`config.mk`:
```
export PLATFORM = sky130hd
export DESIGN_NAME = sram_bist_march
export DESIGN_NICKNAME = d
export VERILOG_FILES = /design/src/rtl/sram_bist_march.sv
export SDC_FILE = /design/constraint.sdc
export NUM_CORES = 1
export LEC_CHECK = 0
export ABC_AREA = 1
export CAP_MARGIN = 20
export CORE_MARGIN = 2
export CORE_UTILIZATION = 36
export DETAILED_ROUTE_END_ITERATION = 7
export GPL_TIMING_DRIVEN = 0
export PLACE_DENSITY_LB_ADDON = 0.12
export RECOVER_POWER = 100
export SYNTH_ARGS = -nofsm -noshare
export SYNTH_HDL_FRONTEND = slang
export SYNTH_SLANG_ARGS = --single-unit
export TNS_END_PERCENT = 100
```
`constraint.sdc`:
```
create_clock -name hclk -period 4.85 [get_ports hclk]
set_input_delay 0.97 -clock hclk [delete_from_list [all_inputs] [get_ports hclk]]
set_output_delay 0.97 -clock hclk [all_outputs]
set_load 0.005 [all_outputs]
```
`src/rtl/sram_bist_march.sv`:
```
// March C- BIST engine testing NUM_BANKS single-port SRAM banks in parallel with a sticky per-bank fail vector.
// Optional first-failure diagnostic capture is enabled by defining BIST_DIAG_EN.
module sram_bist_march #(
    parameter int NUM_BANKS = 8,
    parameter int ADDR_W    = 13,
    parameter int DATA_W    = 8
) (
    input  logic                          hclk,
    input  logic                          hreset,
    input  logic                          bist_en,
    output logic                          bist_busy,
    output logic                          bist_done,
    output logic [NUM_BANKS-1:0]          bist_fail,
    output logic                          sram_cen,
    output logic                          sram_wen,
    output logic [ADDR_W-1:0]             sram_addr,
    output logic [NUM_BANKS*DATA_W-1:0]   sram_wdata,
    input  logic [NUM_BANKS*DATA_W-1:0]   sram_rdata
`ifdef BIST_DIAG_EN
    ,
    output logic                                               diag_valid,
    output logic [((NUM_BANKS > 1) ? $clog2(NUM_BANKS) : 1)-1:0] diag_bank,
    output logic [ADDR_W-1:0]                                  diag_addr,
    output logic [2:0]                                         diag_elem
`endif
);

    typedef enum logic [3:0] {IDLE, E0, E1, E2, E3, E4, E5, DRAIN, DONE} state_t;

    localparam logic [ADDR_W:0] LAST = {1'b0, {ADDR_W{1'b1}}};

    state_t                 r_state;
    state_t                 w_next;
    logic                   r_enD;
    logic [ADDR_W:0]        r_cnt;
    logic                   r_phase;
    logic                   r_done;
    logic [NUM_BANKS-1:0]   r_fail;
    logic                   r_rvalid;
    logic                   r_expBit;
    logic                   w_start;
    logic                   w_inMarch;
    logic                   w_isRead;
    logic                   w_step;
    logic                   w_last;
    logic                   w_down;
    logic                   w_rbit;
    logic                   w_wbit;
    logic [2:0]             w_elem;
    logic [NUM_BANKS-1:0]   w_mism;

    assign w_start   = bist_en && !r_enD && (r_state == IDLE);
    assign w_last    = (r_cnt == LAST);
    assign bist_done = r_done;
    assign bist_fail = r_fail;

    always_ff @(posedge hclk or posedge hreset) begin
        if (hreset) r_state <= IDLE;
        else        r_state <= w_next;
    end

    always_comb begin
        w_next = r_state;
        case (r_state)
            IDLE:                   if (w_start) w_next = E0;
            E0, E1, E2, E3, E4, E5: begin
                if (!bist_en)              w_next = IDLE;
                else if (w_step && w_last) w_next = state_t'(r_state + 4'd1);
            end
            DRAIN:                  w_next = bist_en ? DONE : IDLE;
            DONE:                   if (!bist_en) w_next = IDLE;
            default:                w_next = IDLE;
        endcase
    end

    // E0/E5 issue one op per address; E1..E4 issue a read/write pair, phase selecting which.
    always_comb begin
        bist_busy  = 1'b0;
        sram_cen   = 1'b1;
        sram_wen   = 1'b1;
        sram_addr  = '0;
        sram_wdata = '0;
        w_inMarch  = (r_state >= E0) && (r_state <= E5);
        w_elem     = 3'(r_state - E0);
        w_down     = (r_state == E3) || (r_state == E4);
        w_rbit     = (r_state == E2) || (r_state == E4);
        w_wbit     = (r_state == E1) || (r_state == E3);
        w_isRead   = 1'b0;
        w_step     = 1'b0;
        if (w_inMarch) begin
            bist_busy = 1'b1;
            sram_cen  = 1'b0;
            sram_addr = w_down ? ~r_cnt[ADDR_W-1:0] : r_cnt[ADDR_W-1:0];
            w_isRead  = (r_state == E5) || ((r_state != E0) && !r_phase);
            w_step    = (r_state == E0) || (r_state == E5) || r_phase;
            sram_wen  = w_isRead;
            if (!w_isRead) sram_wdata = {(NUM_BANKS*DATA_W){w_wbit}};
        end else if (r_state == DRAIN) begin
            bist_busy = 1'b1;
        end
    end

    always_comb begin
        for (int b = 0; b < NUM_BANKS; b++)
            w_mism[b] = r_rvalid && (sram_rdata[b*DATA_W +: DATA_W] != {DATA_W{r_expBit}});
    end

    always_ff @(posedge hclk or posedge hreset) begin
        if (hreset) begin
            r_enD    <= 1'b0;
            r_cnt    <= '0;
            r_phase  <= 1'b0;
            r_done   <= 1'b0;
            r_fail   <= '0;
            r_rvalid <= 1'b0;
            r_expBit <= 1'b0;
        end else begin
            r_enD    <= bist_en;
            r_rvalid <= w_isRead;
            r_expBit <= w_rbit;
            if (w_inMarch) begin
                if (w_step) begin
                    r_phase <= 1'b0;
                    r_cnt   <= w_last ? '0 : r_cnt + 1'b1;
                end else begin
                    r_phase <= 1'b1;
                end
            end else begin
                r_cnt   <= '0;
                r_phase <= 1'b0;
            end
            if (w_start) begin
                r_done <= 1'b0;
                r_fail <= '0;
            end else begin
                r_fail <= r_fail | w_mism;
                if (r_state == DRAIN && bist_en) r_done <= 1'b1;
            end
        end
    end

`ifdef BIST_DIAG_EN
    localparam int BANK_W = (NUM_BANKS > 1) ? $clog2(NUM_BANKS) : 1;

    logic              r_diagValid;
    logic [BANK_W-1:0] r_diagBank;
    logic [ADDR_W-1:0] r_diagAddr;
    logic [2:0]        r_diagElem;
    logic [ADDR_W-1:0] r_raddr;
    logic [2:0]        r_relem;
    logic [BANK_W-1:0] w_lowBank;

    always_comb begin
        w_lowBank = '0;
        for (int b = NUM_BANKS - 1; b >= 0; b--)
            if (w_mism[b]) w_lowBank = BANK_W'(b);
    end

    // Address and element travel with the read so the capture names the failing op, not the current one.
    always_ff @(posedge hclk or posedge hreset) begin
        if (hreset) begin
            r_diagValid <= 1'b0;
            r_diagBank  <= '0;
            r_diagAddr  <= '0;
            r_diagElem  <= '0;
            r_raddr     <= '0;
            r_relem     <= '0;
        end else begin
            r_raddr <= sram_addr;
            r_relem <= w_elem;
            if (w_start) begin
                r_diagValid <= 1'b0;
                r_diagBank  <= '0;
                r_diagAddr  <= '0;
                r_diagElem  <= '0;
            end else if (!r_diagValid && (|w_mism)) begin
                r_diagValid <= 1'b1;
                r_diagBank  <= w_lowBank;
                r_diagAddr  <= r_raddr;
                r_diagElem  <= r_relem;
            end
        end
    end

    assign diag_valid = r_diagValid;
    assign diag_bank  = r_diagBank;
    assign diag_addr  = r_diagAddr;
    assign diag_elem  = r_diagElem;
`endif

endmodule
```
# Word level (Yosys, flattened, before mapping)

Index checks and enable logic that the tools add are counted.

$add $sub $neg: 2
Reductions and logical operators: 26
Order comparisons: 2
Muxes and demuxes: 24
Eq/ne operators: 22
Bitwise operators: 2

Operators by type and width:

| kind                  | count |
|---|---|
| $mux 64               | 2 |
| $ne 8x8->1            | 8 |
| $mux 14               | 3 |
| $mux 13               | 2 |
| $mux 4                | 5 |
| $eq 4x3->1 const B    | 4 |
| $pmux 4 s4            | 1 |
| $add 14x1->14 const B | 1 |
| $eq 14x13->1 const B  | 1 |
| $logic_and 1x1->1     | 14 |
| $not 13->13           | 1 |
| $mux 1                | 10 |
| $eq 4x2->1 const B    | 2 |
| $mux 8                | 1 |
| $or 8x8->8            | 1 |
| $logic_or 1x1->1      | 6 |
| $reduce_or 6->1       | 1 |
| $add 4x1->4 const B   | 1 |
| $eq 4x1->1 const B    | 1 |
| $eq 4x4->1 const B    | 1 |
| $ge 4x1->1 const B    | 1 |
| $le 4x3->1 const B    | 1 |
| $logic_not 4->1       | 1 |
| $ne 2x2->1 const B    | 2 |
| other kinds (6)       | 7 |

Word-level logic and storage cells: 86
Output and inout port bits: 89
Bits in registers: 31
Input port bits: 67

# Depth between registers and ports, before layout

Gate-level depths: netlist of run 1.

Depth after elaboration: 8
Mapped depth: 11
Mapped depth without buffers: 10

# Worst setup path before layout of run 1

OpenSTA, ideal clock, no wires.

Kind: register to output
Start: register r_state[0]
End: output sram_wdata[10]
Required time: 3.880 ns
Data arrival time: 3.997 ns
Path slack: -0.117 ns
Path buffers: 2
Cell stages (with the launch flop): 9
Cells stage by stage: dfrtp_1 -> inv_1 -> ha_1 -> nor3b_1 -> nor2_1 -> buf_4 -> nand3_1 -> a21oi_1 -> buf_4

Cells in the longest elaborated chain, start to end: 5
Elaborated cells on any way between the ends: 12
Classes of those cells: order compare: 2; eq/ne: 4; mux: 2; reduce/logical: 4

RTL lines:

| what                   | RTL line | text |
|---|---|---|
| from (decl)            | 32       | `state_t r_state;` |
| from (signal assigned) | 59       | `else r_state <= w_next;` |
| $ne 4x1->1             | 94       | `w_isRead = (r_state == E5) \|\| ((r_state != E0) && !r_phase);` |
| $logic_and 1x1->1      | 94       |  |
| $logic_or 1x1->1       | 94       |  |
| $mux 64                | 97       | `if (!w_isRead) sram_wdata = {(NUM_BANKS*DATA_W){w_wbit}};` |
| $mux 64 *              | 90       | `if (w_inMarch) begin` |
| to (decl)              | 17       | `output logic [NUM_BANKS*DATA_W-1:0] sram_wdata,` |

Every way passes the cells marked *; elsewhere a longest branch is shown, timed or not.

# Worst setup path in the final report of run 1

Start: register r_state[0]
End: output sram_wdata[59]

The elaborated chain is that of the path after synthesis.

==> key figures, run 1 <==
Placement
  • Input/output buffers: 155
  • Pre-CTS setup slack: 0.890 ns
  • DP Wirelength: 7.50 mm
  • Routability cong.: 0.838
  • Dpl cells: 674
  • Placed Area: 4660 sq um

Power and ir drop
  • Psw: 0.713 mW
  • Peak supply drop: 0.306 mV
  • Power, Total: 1.73 mW
  • Comb power frac: 0.671
  • Clk pwr share: 0.116
  • Cell Int Power: 1.02 mW
  • Cell Pwr Density: 371 nW/um^2
  • Switch share: 0.411
  • Pleak: 2.26 nW
  • Reg power frac: 0.213

Setup path
  • Worst EP required: 3.88 ns
  • Reg2reg start: r_state[0]$_DFFE_PP0P_
  • Critical setup path kind: reg2out
  • Reg2Reg Depth: 10
  • Nature of the critical path endpoint: output port
  • Data arrival time of the critical path: 3.33 ns
  • CP Launch Point: r_state[0]$_DFFE_PP0P_
  • Flop2flop setup slack: 2.65 ns
  • Crit path launch type: register
  • Crit path max fanout: 37
  • Crit Reg-Reg Endpoint: r_state[2]$_DFFE_PP0P_

Logic synthesis
  • Post-Synth Simple-Gate Area: 0.278
  • Yosys reg bits: 31
  • Predominant post-synthesis flop cell: dfrtp_1
  • Top-count cell post-synth: nand2_1
  • Top post-synthesis cells by area: dfrtp_1 (27%), buf_4 (16%), nand2_1 (9.0%)
  • Post-synth top cells: nand2_1 (70), buf_4 (64), inv_1 (62), dfrtp_1 (31), nand3_1 (29)
  • Syn avg cell area: 7.02 sq um
  • Area leader, netlist: dfrtp_1
  • Main combinational cell family by area after synthesis: simple AND/OR/NAND/NOR gates
  • Post-Synth Adder-Cell Area: 0.0258
  • Syn nets: 488
  • Synth Area in Compound Gates: 0.130
  • Mapped Cells: 415
  • Area share of the largest cell type after synthesis: 0.266
  • Post-synth cell types: 32
  • Synth warn: 0
  • XOR/XNOR Fraction of Synth Area: 0.0301
  • Synthesized area: 2910 sq um
  • Mux cell area share after synthesis: 0
  • Post-synth EDFFs: 0
  • Asr flop ratio synth: 1.00
  • Seq/Total Area, Yosys: 0.266

STA
  • RSZ-0062 raised after global routing: false
  • Slew margin rel.: 0.332
  • Setup violators final: 0
  • Max-slew violations: 0
  • Worst hold slack: 0.500 ns
  • Tmin final: 4.30 ns
  • Final hold vios: 0
  • Fin worst setup slack: 0.547 ns
  • Post-Route Skew: 0.00548 ns
  • Setup_tns: 0 ns
  • Worst slew pin tran: 0.995 ns
  • Crit share post-route: 0.887
  • Fmax: 0.232 GHz

Floorplanning
  • Die H: 94.0 um
  • Rows: 32
  • Die area: 8830 sq um
  • Starting Density: 0.375
  • Core Area: 7770 sq um
  • Io pins: 156
  • Die X: 94.0 um

Global routing
  • Initial antenna violation count: 0
  • Pin count of the biggest net entering global routing: 38
  • Overflow after GRT: 0
  • Vias in the first global route: 2896
  • First-pass GRT wire length: 14.5 mm
  • Gr usage total: 0.208

Cells and area
  • Fin util: 0.602
  • ANT cells: 0
  • Layout cells sized above 1: 0.167
  • Nets: 652
  • Cell Count, Final, Fillers Out: 682
  • Cell area after layout: 4680 sq um
  • Area Growth Syn to Fin: 60.5%

CTS
  • Total CTS buffers: 5
  • Post-CTS setup repair buffer count: 0
  • Number of H-tree levels: 2
  • Post-CTS sizing: 0
  • Worst-Skew Late Latency: 0.29 ns
  • CTS Sinks: 31
  • Post-CTS Hold Buffers: 0
  • CTS tree: yes
  • CTS root buf: clkbuf_8
  • Clock Path Buffers: 2
  • Clock-pin slew on the worst setup and hold paths: 0.07 ns

Route
  • DR WL/cell: 13.4 um
  • Drt total wl: 9.16 mm
  • Vias per cell: 4.54
  • TritonRoute pass-1 iters: 4
  • Post-DRT Antenna Nets: 0
  • Initial DRC count: 81
  • DRC Markers: 0
  • Via count: 3096

Min path
  • Hold depth: 2
  • HP Class: reg2reg
  • Worst Hold End: bist_done$_DFFE_PP0P_
  • HP Start: bist_done$_DFFE_PP0P_

Status
  • Outcome: complete, no violations

Run
  • Max-cap violations: 0
[kinds of logic after synthesis]
| logic type | Yosys count |
|---|---|
| xor gates and xnor gates | 10 |
| AOI/OAI and AO/OA | 58 |
| adders and majority gates | 6 |
| DFF | 31 |
| and+or+nand+nor | 173 |
| buffers and inverters | 137 |
[power groups by stage]
stage	Combinational (mW)	Clock, mW	Sequential (mW)
after floorplan	0.698	0	0.370
after global placement	1.25	0	0.370
after detailed placement	1.27	0	0.375
after CTS	1.27	0.204	0.370
after global routing	1.29	0.215	0.379
final	1.16	0.202	0.369
[cell type report]
| class | instances | area (sq um) |
|---|---|---|
| Multi-Input combinational cell | 247 | 1340 |
| Tap cell | 102 | 128 |
| Clock inverter | 1 | 5.00 |
| Sequential cell | 31 | 776 |
| Fill cell | 738 | 3090 |
| Timing Repair Buffer | 157 | 1580 |
| Inverter | 64 | 240 |
| Buffer | 73 | 531 |
| Clock buffer | 7 | 76.3 |
[cell usage in the layout, fill, tap and decap left out, types with 8 or more instances in the layout]
master           count
clkdlybuf4s50_1     97
nand2_1             72
inv_1               62
dlygate4sd3_1       58
buf_4               36
dfrtp_1             31
nand3_1             29
clkbuf_4            28
nor2_1              24
a21oi_1             24
o21ai_0             18
nor3_1              17
nand4_1             12
clkbuf_1             9
xor2_1               9
o22ai_2              9
nor4_1               8
[worst max-delay path, cell delays in order, from the launching register on]
cell and delay, ns:
dfrtp_1 0.46, inv_1 0.14, ha_1 0.25, o21ai_0 0.12, nor2_1 0.16, buf_4 0.19, nand3_1 0.17, a21oi_4 0.58
buf_16 0.26, buf_4 0.12, dlygate4sd3_1 0.60
[registers in the layout (all words and copies together) (netlist names)]
| name | flops |
|---|---|
| r_state | 4 |
| r_phase | 1 |
| r_enD | 1 |
| r_expBit | 1 |
| r_cnt | 14 |
| bist_done | 1 |
| bist_fail | 8 |
| r_rvalid | 1 |
[worst max path at each step]
stage | cells past startpoint | slack, ns | endpoint
floorplan | 8 | 0.98 | sram_wdata[10]
global placement | 9 | -0.06 | sram_wdata[48]
detailed placement | 10 | 0.89 | sram_wdata[59]
CTS | 10 | 0.57 | sram_wdata[59]
global route | 10 | 0.25 | sram_wdata[59]
finish | 10 | 0.55 | sram_wdata[59]
[layer usage]
layer | GRT usage | up-vias | wire (um)
met5 | 0 | - | 0
li1 | - | 1609 | -
met4 | 0.0483 | 0 | 115
met3 | 0.0522 | 8 | 623
met2 | 0.366 | 102 | 4360
met1 | 0.255 | 1377 | 4060
(Power assumes the default switching activity.)
==> run 2: changes to the inputs <==
- CORE_ASPECT_RATIO: not set -> 1.4
- SLEW_MARGIN: not set -> 20
==> key figures, run 2 (synthesized netlist as in run 1, its figures left out) <==
CTS
  • CTS Sinks: 31
  • Worst-Skew Late Latency: 0.29 ns
  • Number of H-tree levels: 2
  • Post-CTS sizing: 0
  • Post-CTS setup repair buffer count: 0
  • Clock-pin slew on the worst setup and hold paths: 0.07 ns
  • Post-CTS Hold Buffers: 0
  • CTS tree: yes
  • Total CTS buffers: 5
  • CTS root buf: clkbuf_8
  • Clock Path Buffers: 2

Route
  • DRC Markers: 0
  • TritonRoute pass-1 iters: 4
  • Via count: 3109
  • Post-DRT Antenna Nets: 0
  • Vias per cell: 4.57
  • Initial DRC count: 83
  • Drt total wl: 8.98 mm
  • DR WL/cell: 13.2 um

Setup path
  • Crit path max fanout: 33
  • Critical-path top delay cell: dlygate4sd3_1
  • Flop2flop setup slack: 2.53 ns
  • Reg2reg start: r_state[1]$_DFFE_PP0P_
  • Worst EP required: 3.88 ns
  • CP endpoint: sram_wdata[45]
  • Crit-path cells: inv_1 > ha_1 > nor3b_1 > nor2_1 > clkbuf_1 > nand3_1 > a21oi_4 > buf_16 > buf_16 > buf_4 > dlygate4sd3_1
  • Critical setup path kind: reg2out
  • Crit path launch type: register
  • CP Launch Point: r_state[0]$_DFFE_PP0P_
  • Most used cell, CP: buf_16
  • Crit Reg-Reg Endpoint: r_cnt[6]$_DFFE_PP0N_
  • Critical Path Max Stage Delay: 0.59 ns
  • Nature of the critical path endpoint: output port
  • Data arrival time of the critical path: 3.32 ns
  • Reg2Reg Depth: 8

STA
  • Max-slew violations: 0
  • Post-Route Skew: 0.00882 ns
  • Final hold vios: 0
  • Setup_tns: 0 ns
  • Fmax: 0.233 GHz
  • Crit share post-route: 0.885
  • Tmin final: 4.29 ns
  • Setup violators final: 0
  • Slew margin rel.: 0.187
  • Worst hold slack: 0.497 ns
  • RSZ-0062 raised after global routing: false
  • Fin worst setup slack: 0.556 ns
  • Worst slew pin tran: 1.22 ns

Cells and area
  • Reg with most FFs: r_cnt
  • Cell area after layout: 4690 sq um
  • Layout cells sized above 1: 0.169
  • Number of fill cells in the layout: 705
  • Nets: 652
  • Leading cell type in the layout, fill and taps excluded: dlygate4sd3_1
  • Area Growth Syn to Fin: 61.0%
  • Max reg flops: 14
  • Cell Count, Final, Fillers Out: 680
  • ANT cells: 0
  • Leading cell types in the layout, fill and taps excluded: dlygate4sd3_1 (83), clkdlybuf4s50_1 (72), nand2_1 (71), inv_1 (62), buf_4 (61)

Power and ir drop
  • Pleak: 2.36 nW
  • Peak supply drop: 0.379 mV
  • Cell Int Power: 1.01 mW
  • Cell Pwr Density: 364 nW/um^2
  • Comb power frac: 0.670
  • Reg power frac: 0.215
  • Switch share: 0.408
  • Clk pwr share: 0.115
  • Psw: 0.697 mW

Floorplanning
  • Core Area: 7800 sq um
  • Rows: 38
  • Starting Density: 0.374
  • Die area: 8840 sq um
  • Die X: 80.0 um
  • Io pins: 156
  • Die H: 110 um

Run
  • Max-cap violations: 0

Global routing
  • Gr usage total: 0.200
  • Overflow after GRT: 0
  • Initial antenna violation count: 0
  • First-pass GRT wire length: 14.3 mm
  • Vias in the first global route: 2913
  • M3 GR Usage: 0.0433
  • Met2 usage: 0.364
  • Pin count of the biggest net entering global routing: 34
  • Busiest grt layer: met2
  • GR Util met1: 0.233

Placement
  • Pre-CTS setup slack: 1.17 ns
  • Routability cong.: 0.846
  • DP Wirelength: 7.32 mm
  • Input/output buffers: 155
  • Placed Area: 4660 sq um
  • Dpl cells: 672

Status
  • Outcome: complete, no violations

Min path
  • HP Class: reg2reg
run 2: metrics by stage:
stage                     utilization  power [mW]
after global placement          0.589        1.62
after global routing            0.602        1.84
final                           0.602        1.71
after detailed placement        0.597        1.64
after CTS                       0.608        1.84
after floorplan                     -        1.07
run 2: worst max-delay path, delay by kind of cell (launching register included):
kind	cells	cell delay, ns
AND/OR/NAND/NOR	3	0.56
adder cells (fa/ha/maj)	1	0.22
flip-flops	1	0.46
buffers and inverters	6	1.58
AO/OA/AOI/OAI	1	0.22
run 2: worst min path at each step:
stage,endpoint,from,cells past startpoint
2_1_floorplan,bist_done$_DFFE_PP0P_,bist_done$_DFFE_PP0P_,2
3_3_place_gp,bist_done$_DFFE_PP0P_,bist_done$_DFFE_PP0P_,2
3_5_place_dp,bist_done$_DFFE_PP0P_,bist_done$_DFFE_PP0P_,2
4_1_cts,bist_done$_DFFE_PP0P_,bist_done$_DFFE_PP0P_,2
5_1_grt,bist_fail[6]$_DFF_PP0_,bist_fail[6]$_DFF_PP0_,2
6_report,bist_done$_DFFE_PP0P_,bist_done$_DFFE_PP0P_,2
run 2: final cells by class:
cell class | count | area (sq um) | share of cell area
Tap cell | 100 | 125 | 0.0267
Inverter | 64 | 240 | 0.0512
Multi-Input combinational cell | 247 | 1340 | 0.285
Sequential cell | 31 | 776 | 0.165
Timing Repair Buffer | 157 | 1610 | 0.342
Clock buffer | 7 | 76.3 | 0.0163
Buffer | 73 | 528 | 0.113
Clock inverter | 1 | 5.00 | 0.00107
run 2: power by group through the flow:
stage                     sequential (mW)  combinational [mW]  clock, mW
after floorplan                     0.370               0.698          0
after global placement              0.370                1.25          0
after detailed placement            0.374                1.27          0
after CTS                           0.369                1.27      0.203
after global routing                0.375                1.25      0.214
final                               0.368                1.14      0.196
run 2: routing by layer:
layer / up-vias / wire length (um)
met2: 111 / 4630
met4: 0 / 90
met1: 1383 / 3620
li1: 1606 / -
met5: - / 0
met3: 9 / 642
